[config.mk]
export PLATFORM = sky130hd
export DESIGN_NAME = remote_comm_flat
export DESIGN_NICKNAME = d
export VERILOG_FILES = /design/src/rtl/remote_comm_if.sv /design/src/rtl/remote_comm.sv /design/src/flat_wrapper.sv
export SDC_FILE = /design/constraint.sdc
export NUM_CORES = 1
export LEC_CHECK = 0
export ABC_CLOCK_PERIOD_IN_PS = 2800
export CAP_MARGIN = 10
export CORE_MARGIN = 10
export CORE_UTILIZATION = 55
export CTS_CLUSTER_SIZE = 16
export DETAILED_ROUTE_END_ITERATION = 16
export PLACE_DENSITY = 0.75
export SLEW_MARGIN = 20
export SYNTH_ARGS = -nofsm -noshare
export SYNTH_HDL_FRONTEND = slang
export SYNTH_SLANG_ARGS = --single-unit
[constraint.sdc]
create_clock -name clk -period 2.8 [get_ports clk]
set_input_delay 0.28 -clock clk [delete_from_list [all_inputs] [get_ports clk]]
set_output_delay 0.28 -clock clk [all_outputs]
set_load 0.005 [all_outputs]
[src/rtl/remote_comm_if.sv]
// remote_comm_if: host command link bundle between the remote_comm block and whatever drives it
//   RX       serial input into remote_comm (idle high)
//   TX       serial output from remote_comm (idle high)
//   cmd      16-bit command word, snd_cmd one-cycle send request
//   cmd_snt  both command bytes have left TX
//   resp_rdy new response byte available, resp last received byte
//   slave modport: remote_comm side; master modport: host/driver side
interface remote_comm_if;
  logic RX;
  logic TX;
  logic [15:0] cmd;
  logic snd_cmd;
  logic cmd_snt;
  logic resp_rdy;
  logic [7:0] resp;
  modport master (output RX, cmd, snd_cmd, input TX, cmd_snt, resp_rdy, resp);
  modport slave (input RX, cmd, snd_cmd, output TX, cmd_snt, resp_rdy, resp);
endinterface

[src/rtl/remote_comm.sv]
// remote_comm: sends a 16-bit command as two 8N1 UART bytes (high first) and receives 8-bit responses
//   clk   system clock
//   rst_n asynchronous active-low reset
//   bus   remote_comm_if.slave (RX, TX, cmd, snd_cmd, cmd_snt, resp_rdy, resp)
//   BAUD_DIV clocks per UART bit, must be >= 8
//   RC_RESP_STICKY_EN: when defined resp_rdy is a level cleared by the next accepted snd_cmd
module remote_comm #(
  parameter int BAUD_DIV = 2604
) (
  input logic clk,
  input logic rst_n,
  remote_comm_if.slave bus
);
  localparam logic [15:0] L_BIT = 16'(BAUD_DIV - 1);
  localparam logic [15:0] L_HALF = 16'(BAUD_DIV / 2);
  typedef enum logic [1:0] {IDLE, SEND_HI, SEND_LO} state_t;
  state_t r_state, w_state_nxt;
  logic [15:0] r_cmd;
  logic r_tx_start, r_cmd_snt;
  logic w_accept, w_start, w_snt_set;
  logic r_tx_busy;
  logic [9:0] r_tx_sh;
  logic [15:0] r_tx_cnt;
  logic [3:0] r_tx_bit;
  logic w_tx_tick, w_tx_done;
  logic [7:0] w_tx_byte;
  logic r_rx_s1, r_rx_s2, r_rx_s3, r_rx_busy;
  logic [15:0] r_rx_cnt;
  logic [3:0] r_rx_bit;
  logic [7:0] r_rx_sh, r_resp;
  logic r_resp_rdy;
  logic w_rx_smp, w_rx_ok;
  always_comb begin
    w_state_nxt = r_state;
    w_accept = 1'b0;
    w_start = 1'b0;
    w_snt_set = 1'b0;
    case (r_state)
      IDLE: if (bus.snd_cmd) begin
        w_state_nxt = SEND_HI;
        w_accept = 1'b1;
        w_start = 1'b1;
      end
      SEND_HI: if (w_tx_done) begin
        w_state_nxt = SEND_LO;
        w_start = 1'b1;
      end
      SEND_LO: if (w_tx_done) begin
        w_state_nxt = IDLE;
        w_snt_set = 1'b1;
      end
      default: w_state_nxt = IDLE;
    endcase
  end
  always_ff @(posedge clk or negedge rst_n)
    if (!rst_n) r_state <= IDLE;
    else r_state <= w_state_nxt;
  always_ff @(posedge clk or negedge rst_n)
    if (!rst_n) begin
      r_cmd <= 16'h0000;
      r_tx_start <= 1'b0;
      r_cmd_snt <= 1'b0;
    end else begin
      r_cmd <= w_accept ? bus.cmd : r_cmd;
      r_tx_start <= w_start;
      r_cmd_snt <= w_snt_set | (r_cmd_snt & ~w_accept);
    end
  // the start pulse is registered, so the state has already advanced when the engine loads
  assign w_tx_byte = (r_state == SEND_HI) ? r_cmd[15:8] : r_cmd[7:0];
  assign w_tx_tick = r_tx_cnt == L_BIT;
  assign w_tx_done = r_tx_busy & w_tx_tick & (r_tx_bit == 4'd9);
  always_ff @(posedge clk or negedge rst_n)
    if (!rst_n) begin
      r_tx_busy <= 1'b0;
      r_tx_sh <= 10'h3ff;
      r_tx_cnt <= 16'h0000;
      r_tx_bit <= 4'd0;
    end else if (r_tx_start) begin
      r_tx_busy <= 1'b1;
      r_tx_sh <= {1'b1, w_tx_byte, 1'b0};
      r_tx_cnt <= 16'h0000;
      r_tx_bit <= 4'd0;
    end else if (r_tx_busy) begin
      r_tx_cnt <= w_tx_tick ? 16'h0000 : r_tx_cnt + 16'd1;
      if (w_tx_tick) begin
        r_tx_sh <= {1'b1, r_tx_sh[9:1]};
        r_tx_bit <= r_tx_bit + 4'd1;
        r_tx_busy <= r_tx_bit != 4'd9;
      end
    end
  assign bus.TX = r_tx_busy ? r_tx_sh[0] : 1'b1;
  assign w_rx_smp = r_rx_busy & (r_rx_cnt == 16'h0000);
  assign w_rx_ok = w_rx_smp & (r_rx_bit == 4'd9) & r_rx_s2;
  // r_rx_bit: 0 start sample, 1..8 data, 9 stop
  always_ff @(posedge clk or negedge rst_n)
    if (!rst_n) begin
      r_rx_s1 <= 1'b1;
      r_rx_s2 <= 1'b1;
      r_rx_s3 <= 1'b1;
      r_rx_busy <= 1'b0;
      r_rx_cnt <= 16'h0000;
      r_rx_bit <= 4'd0;
      r_rx_sh <= 8'h00;
    end else begin
      r_rx_s1 <= bus.RX;
      r_rx_s2 <= r_rx_s1;
      r_rx_s3 <= r_rx_s2;
      if (!r_rx_busy) begin
        if (r_rx_s3 & ~r_rx_s2) begin
          r_rx_busy <= 1'b1;
          r_rx_cnt <= L_HALF;
          r_rx_bit <= 4'd0;
        end
      end else if (r_rx_cnt != 16'h0000) r_rx_cnt <= r_rx_cnt - 16'd1;
      else begin
        r_rx_cnt <= L_BIT;
        r_rx_bit <= r_rx_bit + 4'd1;
        if (r_rx_bit == 4'd0) r_rx_busy <= ~r_rx_s2;
        else if (r_rx_bit == 4'd9) r_rx_busy <= 1'b0;
        else r_rx_sh <= {r_rx_s2, r_rx_sh[7:1]};
      end
    end
  always_ff @(posedge clk or negedge rst_n)
    if (!rst_n) begin
      r_resp <= 8'h00;
      r_resp_rdy <= 1'b0;
    end else begin
      r_resp <= w_rx_ok ? r_rx_sh : r_resp;
`ifdef RC_RESP_STICKY_EN
      r_resp_rdy <= w_rx_ok | (r_resp_rdy & ~w_accept);
`else
      r_resp_rdy <= w_rx_ok;
`endif
    end
  assign bus.cmd_snt = r_cmd_snt;
  assign bus.resp = r_resp;
  assign bus.resp_rdy = r_resp_rdy;
endmodule

[src/flat_wrapper.sv]
// flat-port wrapper written by rule: the top's interface ports become plain ports
module remote_comm_flat 
#(
  parameter int BAUD_DIV = 2604
)
  (clk, rst_n, bus_RX, bus_cmd, bus_snd_cmd, bus_TX, bus_cmd_snt, bus_resp_rdy, bus_resp);
  remote_comm_if bus_i ();
  input logic clk;
  input logic rst_n;
  input wire logic [$bits(bus_i.RX)-1:0] bus_RX;
  input wire logic [$bits(bus_i.cmd)-1:0] bus_cmd;
  input wire logic [$bits(bus_i.snd_cmd)-1:0] bus_snd_cmd;
  output wire logic [$bits(bus_i.TX)-1:0] bus_TX;
  output wire logic [$bits(bus_i.cmd_snt)-1:0] bus_cmd_snt;
  output wire logic [$bits(bus_i.resp_rdy)-1:0] bus_resp_rdy;
  output wire logic [$bits(bus_i.resp)-1:0] bus_resp;
  assign bus_i.RX = bus_RX;
  assign bus_i.cmd = bus_cmd;
  assign bus_i.snd_cmd = bus_snd_cmd;
  assign bus_TX = bus_i.TX;
  assign bus_cmd_snt = bus_i.cmd_snt;
  assign bus_resp_rdy = bus_i.resp_rdy;
  assign bus_resp = bus_i.resp;
  remote_comm #(.BAUD_DIV(BAUD_DIV)) u_core (.clk(clk), .rst_n(rst_n), .bus(bus_i));
endmodule
### Word level (Yosys, flattened, before mapping)

Cells that the tools add are included.

| cells by class | value |
|---|---|
| $lt $le $gt $ge | 0 |
| eq/ne operators | 10 |
| reduce and logical (&&, ||, !) cells | 11 |
| shift-type cells | 0 |
| add/subtract/negate cells | 4 |
| bitwise gates (word level) | 13 |
| multipliers | 0 |
| muxes and demuxes | 34 |
| divide/modulo/power cells | 0 |

Operators by type and width:

| operator | count |
|---|---|
| two-way mux 16 bit | 6 |
| two-way mux 10 bit | 3 |
| two-way mux 4 bit | 6 |
| adder 16 x 1 -> 16 bit, second input constant | 1 |
| == test 16 x 12 -> 1 bit, second input constant | 1 |
| zero test 16 bit | 1 |
| nonzero test 16 bit | 1 |
| subtractor 16 x 1 -> 16 bit, second input constant | 1 |
| two-way mux 1 bit | 13 |
| adder 4 x 1 -> 4 bit, second input constant | 2 |
| == test 4 bit, second input constant | 2 |
| two-way mux 8 bit | 1 |
| AND 1 bit | 7 |
| two-way mux 2 bit | 3 |
| case mux 2 bit (3 select lines) | 1 |
| nonzero test 2 bit | 3 |
| NOT 1 bit | 5 |
| zero test 4 bit | 1 |
| inequality test 2 x 1 -> 1 bit, second input constant | 2 |
| inequality test 2 bit, second input constant | 2 |
| inequality test 4 bit, second input constant | 1 |
| AND reduction 2 bit | 2 |
| AND reduction 4 bit | 1 |
| AND reduction 3 bit | 1 |
| 5 further kinds | 5 |

| storage, ports and cells | value |
|---|---|
| flip-flop bits (word level) | 92 |
| latch bits | 0 |
| output and inout port bits | 11 |
| bits in writable memories | 0 |
| memories kept | 0 |
| memory bits (read-only) | 0 |
| logic and storage cells | 89 |

### Depth between registers and ports, before layout

| depth | value |
|---|---|
| word-level depth | 6 |
| mapped depth | 7 |
| mapped depth without buffers | 6 |

### Worst setup path after synthesis

Ideal clock, no wire load.

| path | value |
|---|---|
| kind | reg2reg |
| from | reg u_core.r_rx_cnt[0] |
| to | reg u_core.r_rx_sh[0] |
| stages on the path, launching flop included | 7 |
| data arrival time | 1.833 ns |
| path buffers | 0 |
| setup slack | 0.842 ns |
| cells stage by stage | dfrtp_1 -> inv_1 -> ha_1 -> nor3b_4 -> nand3_2 -> nor3_4 -> mux2_2 |

| between the ends | value |
|---|---|
| longest elaborated chain between the ends | 3 |

Ends and longest elaborated chain:

| element | RTL line | RTL |
|---|---|---|
| start: declaration | remote_comm.sv:28 | `logic [15:0] r_rx_cnt;` |
| start signal: assignment | remote_comm.sv:114 | `end else if (r_rx_cnt != 16'h0000) r_rx_cnt <= r_rx_cnt - 16'd1;` |
| nonzero test 16 bit | remote_comm.sv:114 |  |
| NOT 1 bit (no line) | - |  |
| AND reduction 4 bit (no line) | - |  |
| end signal: assignment | remote_comm.sv:120 | `else r_rx_sh <= {r_rx_s2, r_rx_sh[7:1]};` |
| end: declaration | remote_comm.sv:30 | `logic [7:0] r_rx_sh, r_resp;` |

Every way passes these cells.
A chain may end at the register's enable or synchronous reset.

### Final worst setup path

| path | value |
|---|---|
| from | reg u_core.r_rx_cnt[1] |
| to | reg u_core.r_rx_sh[5] |

The elaborated chain is that of the path after synthesis.

==> PnR_summary.wiki <==
{| class="wikitable"
! Metric !! Value
|-
| Run status || finished, final reports clean
|-
| WL/cell || 16.1 µm
|-
| Worst IR Drop VDD || 506 µV
|-
| Startpoint-to-endpoint class of the critical path || reg2reg
|-
| Reported leakage power || 0.00214 µW
|-
| Number of warnings printed during yosys synthesis || 0
|-
| Async set-reset flop share out of synthesis || 100%
|-
| Number of design-rule violations left by the first detailed-router iteration || 158
|-
| Total detailed-routing wirelength || approximately 9000 µm
|-
| Type of element launching the critical path || flip-flop
|-
| Global-route usage over all layers || 15.0%
|-
| Pin count of the biggest net entering global routing || 52
|-
| Number of distinct library cells after synthesis || 59
|-
| Synthesized area per cell || 10.6 µm²
|-
| Sequence of cells on the critical path || inv_1, ha_1, nor3b_4, nand3_2, nor3_4, mux2_2
|-
| Total power consumption of the routed design || 3780 µW
|-
| WP buf/inv || 1
|-
| Die W || 111 µm
|-
| Number of CTS-inserted buffers || 9
|-
| Leftover overflow at the end of global routing || 0
|-
| Maxcap violations || 0
|-
| Final Core Density || 63.5%
|-
| HPWL Detailed || 6250 µm
|-
| Hold Path Class || in2reg
|-
| Cell type of the slowest stage on the worst timing path || sky130_fd_sc_hd__dfrtp_1
|-
| Most frequent standard cell in the layout excluding fill and tap cells || sky130_fd_sc_hd__dfrtp_1
|-
| Clock insertion delay at the later pin of the skew report || 0.37 ns
|-
| Total number of vias || 3360
|-
| Number of design rule violations left after detail routing || 0
|-
| Fillers || 675
|-
| Count of buffers from port buffering || 30
|-
| Leading cell types in the layout, fill and taps excluded || sky130_fd_sc_hd__dfrtp_1 (79), sky130_fd_sc_hd__nand2_1 (33), sky130_fd_sc_hd__mux2_2 (33)
|-
| Number of synthesized register bits || 91
|-
| Layout Area Growth over Synthesis || 13.7%
|-
| Detailed-routing iteration count for the pre-antenna-repair pass || 4
|-
| RePlAce Congestion || 0.921
|-
| Clock Root Buffer || sky130_fd_sc_hd__clkbuf_8
|-
| Critical path capture point type || flip-flop
|-
| Unrepaired setup endpoints after global routing || false
|-
| Share of cells above drive strength 1 || 17.9%
|-
| Final Hold Fails || 0
|-
| Data arrival time of the critical path || 2.45 ns
|-
| Chip Height || 111 µm
|-
| CP peak stage delay || 0.42 ns
|-
| Number of global-route vias before repair || 3400
|-
| Fin. max-slew vios || 0
|-
| Part of the Yosys area used for sequential elements || 50.7%
|-
| Number of flops mapped to enable cells by yosys || 0
|-
| Final setup violation count || 0
|-
| Fin crit period || around 2.2 ns
|-
| Post-Synthesis Net Count || 452
|-
| P per Cell Area || 735 nW/µm²
|-
| Required @ worst endpoint || just over 3 ns
|-
| Pin slew with the least headroom to its limit || 0.862 ns
|-
| TritonCTS clock tree || built
|-
| Net count reported at finish || between 400 and 500
|-
| Clock Pin Slew Worst Setup and Hold Paths || 0.09 ns
|-
| Number of diodes added for antenna fixing || 0
|-
| Gate Count Post-Synth || 425
|-
| Number of placement rows || 33
|-
| Starting Density || between 50% and 60%
|-
| Number of antenna violations at the first check in global routing || 0
|-
| Clk sinks || 91
|-
| First-pass GRT wire length || 16100 µm
|-
| Synthesized area || 4520 µm²
|-
| Setup skew after layout || approximately 0.012 ns
|-
| Clk buf depth || 2
|-
| Setup TNS || 0 ns
|-
| CTS resizes || 0
|-
| Slew headroom || 42.3%
|-
| Area of the core || 8090 µm²
|-
| Crit share post-route || 78.3%
|-
| H-Tree Level Count || 3
|-
| Critical Path Fanout Max || 8
|-
| Top achievable clock speed || 0.456 GHz
|-
| Number of vias per cell after detailed routing || 5.97
|-
| Total I/O pin count || 31
|-
| Area of the die || around 12000 µm²
|-
| Critical path's top delay family || simple AND/OR/NAND/NOR gates
|-
| ANT nets after route || 0
|-
| Prevailing post-synth register cell || sky130_fd_sc_hd__dfrtp_1
|}
-- flip-flops by register name, indices dropped and copies added (netlist names), 2 cells and up --
signal	cells
u_core.r_tx_sh	9
u_core.r_rx_cnt	16
u_core.r_rx_sh	8
u_core.r_tx_bit	4
u_core.bus.resp	8
u_core.r_tx_cnt	16
u_core.r_state	2
u_core.r_rx_bit	4
u_core.r_cmd	16
-- area by class of cell --
class                           count  area [µm²]  share of cell area (%)
Sequential cell                    91        2290                    44.6
Timing Repair Buffer               36         358                    6.96
Inverter                           19        71.3                    1.39
Tap cell                          105         131                    2.56
Clock inverter                      6        73.8                    1.44
Multi-Input combinational cell    296        2090                    40.6
Clock buffer                       10         128                    2.48
-- metal layers --
metal / global-route usage, % / vias to the layer above / part of all wire [%]
met1: 19.4 / 1670 / 45
met4: 5.12 / 0 / 1.1
li1: - / 1615 / -
met3: 3.95 / 11 / 4.0
met2: 23.9 / 64 / 50
met5: 0 / - / 0
-- through the flow --
step / instance area (µm²) / hold WS, ns / std cells / setup slack [ns]
2_1_floorplan: 4520 / -0.0156 / 425 / 0.842
3_3_place_gp: 4930 / 0.296 / 546 / 0.721
3_5_place_dp: 4930 / 0.301 / 546 / 0.613
4_1_cts: 5140 / 0.319 / 563 / 0.607
5_1_grt: 5140 / 0.330 / 563 / 0.393
6_report: 5140 / 0.323 / 563 / 0.608
-- cell usage after synthesis (10+ instances only) --
cell | n | area (µm²)
sky130_fd_sc_hd__inv_1 | 18 | 67.6
sky130_fd_sc_hd__nand2_1 | 33 | 124
sky130_fd_sc_hd__dfrtp_1 | 79 | 1980
sky130_fd_sc_hd__or3_1 | 12 | 75.1
sky130_fd_sc_hd__nand3_1 | 24 | 120
sky130_fd_sc_hd__nor2_1 | 13 | 48.8
sky130_fd_sc_hd__nor3_1 | 15 | 75.1
sky130_fd_sc_hd__dfstp_2 | 12 | 315
sky130_fd_sc_hd__o21ai_0 | 20 | 100
sky130_fd_sc_hd__clkbuf_1 | 11 | 41.3
sky130_fd_sc_hd__a21oi_1 | 23 | 115
sky130_fd_sc_hd__o211ai_1 | 10 | 75.1
sky130_fd_sc_hd__mux2_2 | 33 | 372
-- cell families (layout without fill, tap and decap cells) --
kind of cell             count (synthesis)  after routing  synth area share, %
AND/OR/NAND/NOR                        152            152                 20.2
flip-flops                              91             91                 50.7
AO/OA/AOI/OAI                           89             89                 12.6
multiplexers                            38             38                 9.32
buffers and inverters                   38             71                 3.29
XOR/XNOR                                10             10                 1.94
adder cells (fa/ha/maj)                  7              7                 1.94
-- worst paths after layout --
check                      depth (start not counted)                           start  slack, ns                         endpoint
setup / recovery                                   6  u_core.r_rx_cnt[1]$_DFFE_PN0P_       0.61    u_core.r_rx_sh[5]$_DFFE_PN0P_
hold / removal                                     1                          bus_RX       0.32         u_core.r_rx_s1$_DFF_PN1_
setup reg to reg                                   6  u_core.r_rx_cnt[1]$_DFFE_PN0P_       0.61    u_core.r_rx_sh[5]$_DFFE_PN0P_
hold reg to reg                                    0        u_core.r_rx_s1$_DFF_PN1_       0.36         u_core.r_rx_s2$_DFF_PN1_
max in group asynchronous                          3                           rst_n       1.67         u_core.r_rx_s1$_DFF_PN1_
min in group asynchronous                          2                           rst_n       0.43  u_core.r_tx_cnt[13]$_DFFE_PN0P_
-- power by group --
group / switching (µW) / total, µW / internal (µW)
sequential: 318 / 1970 / 1650
clock: 497 / 921 / 424
combinational: 453 / 889 / 437
-- timing repair --
item	in CTS	in global routing
hold endpoints to repair	31	0
hold buffers	1	0
setup buffers	0	0
setup endpoints to repair	0	0
Power figures use the tool's default switching activity.
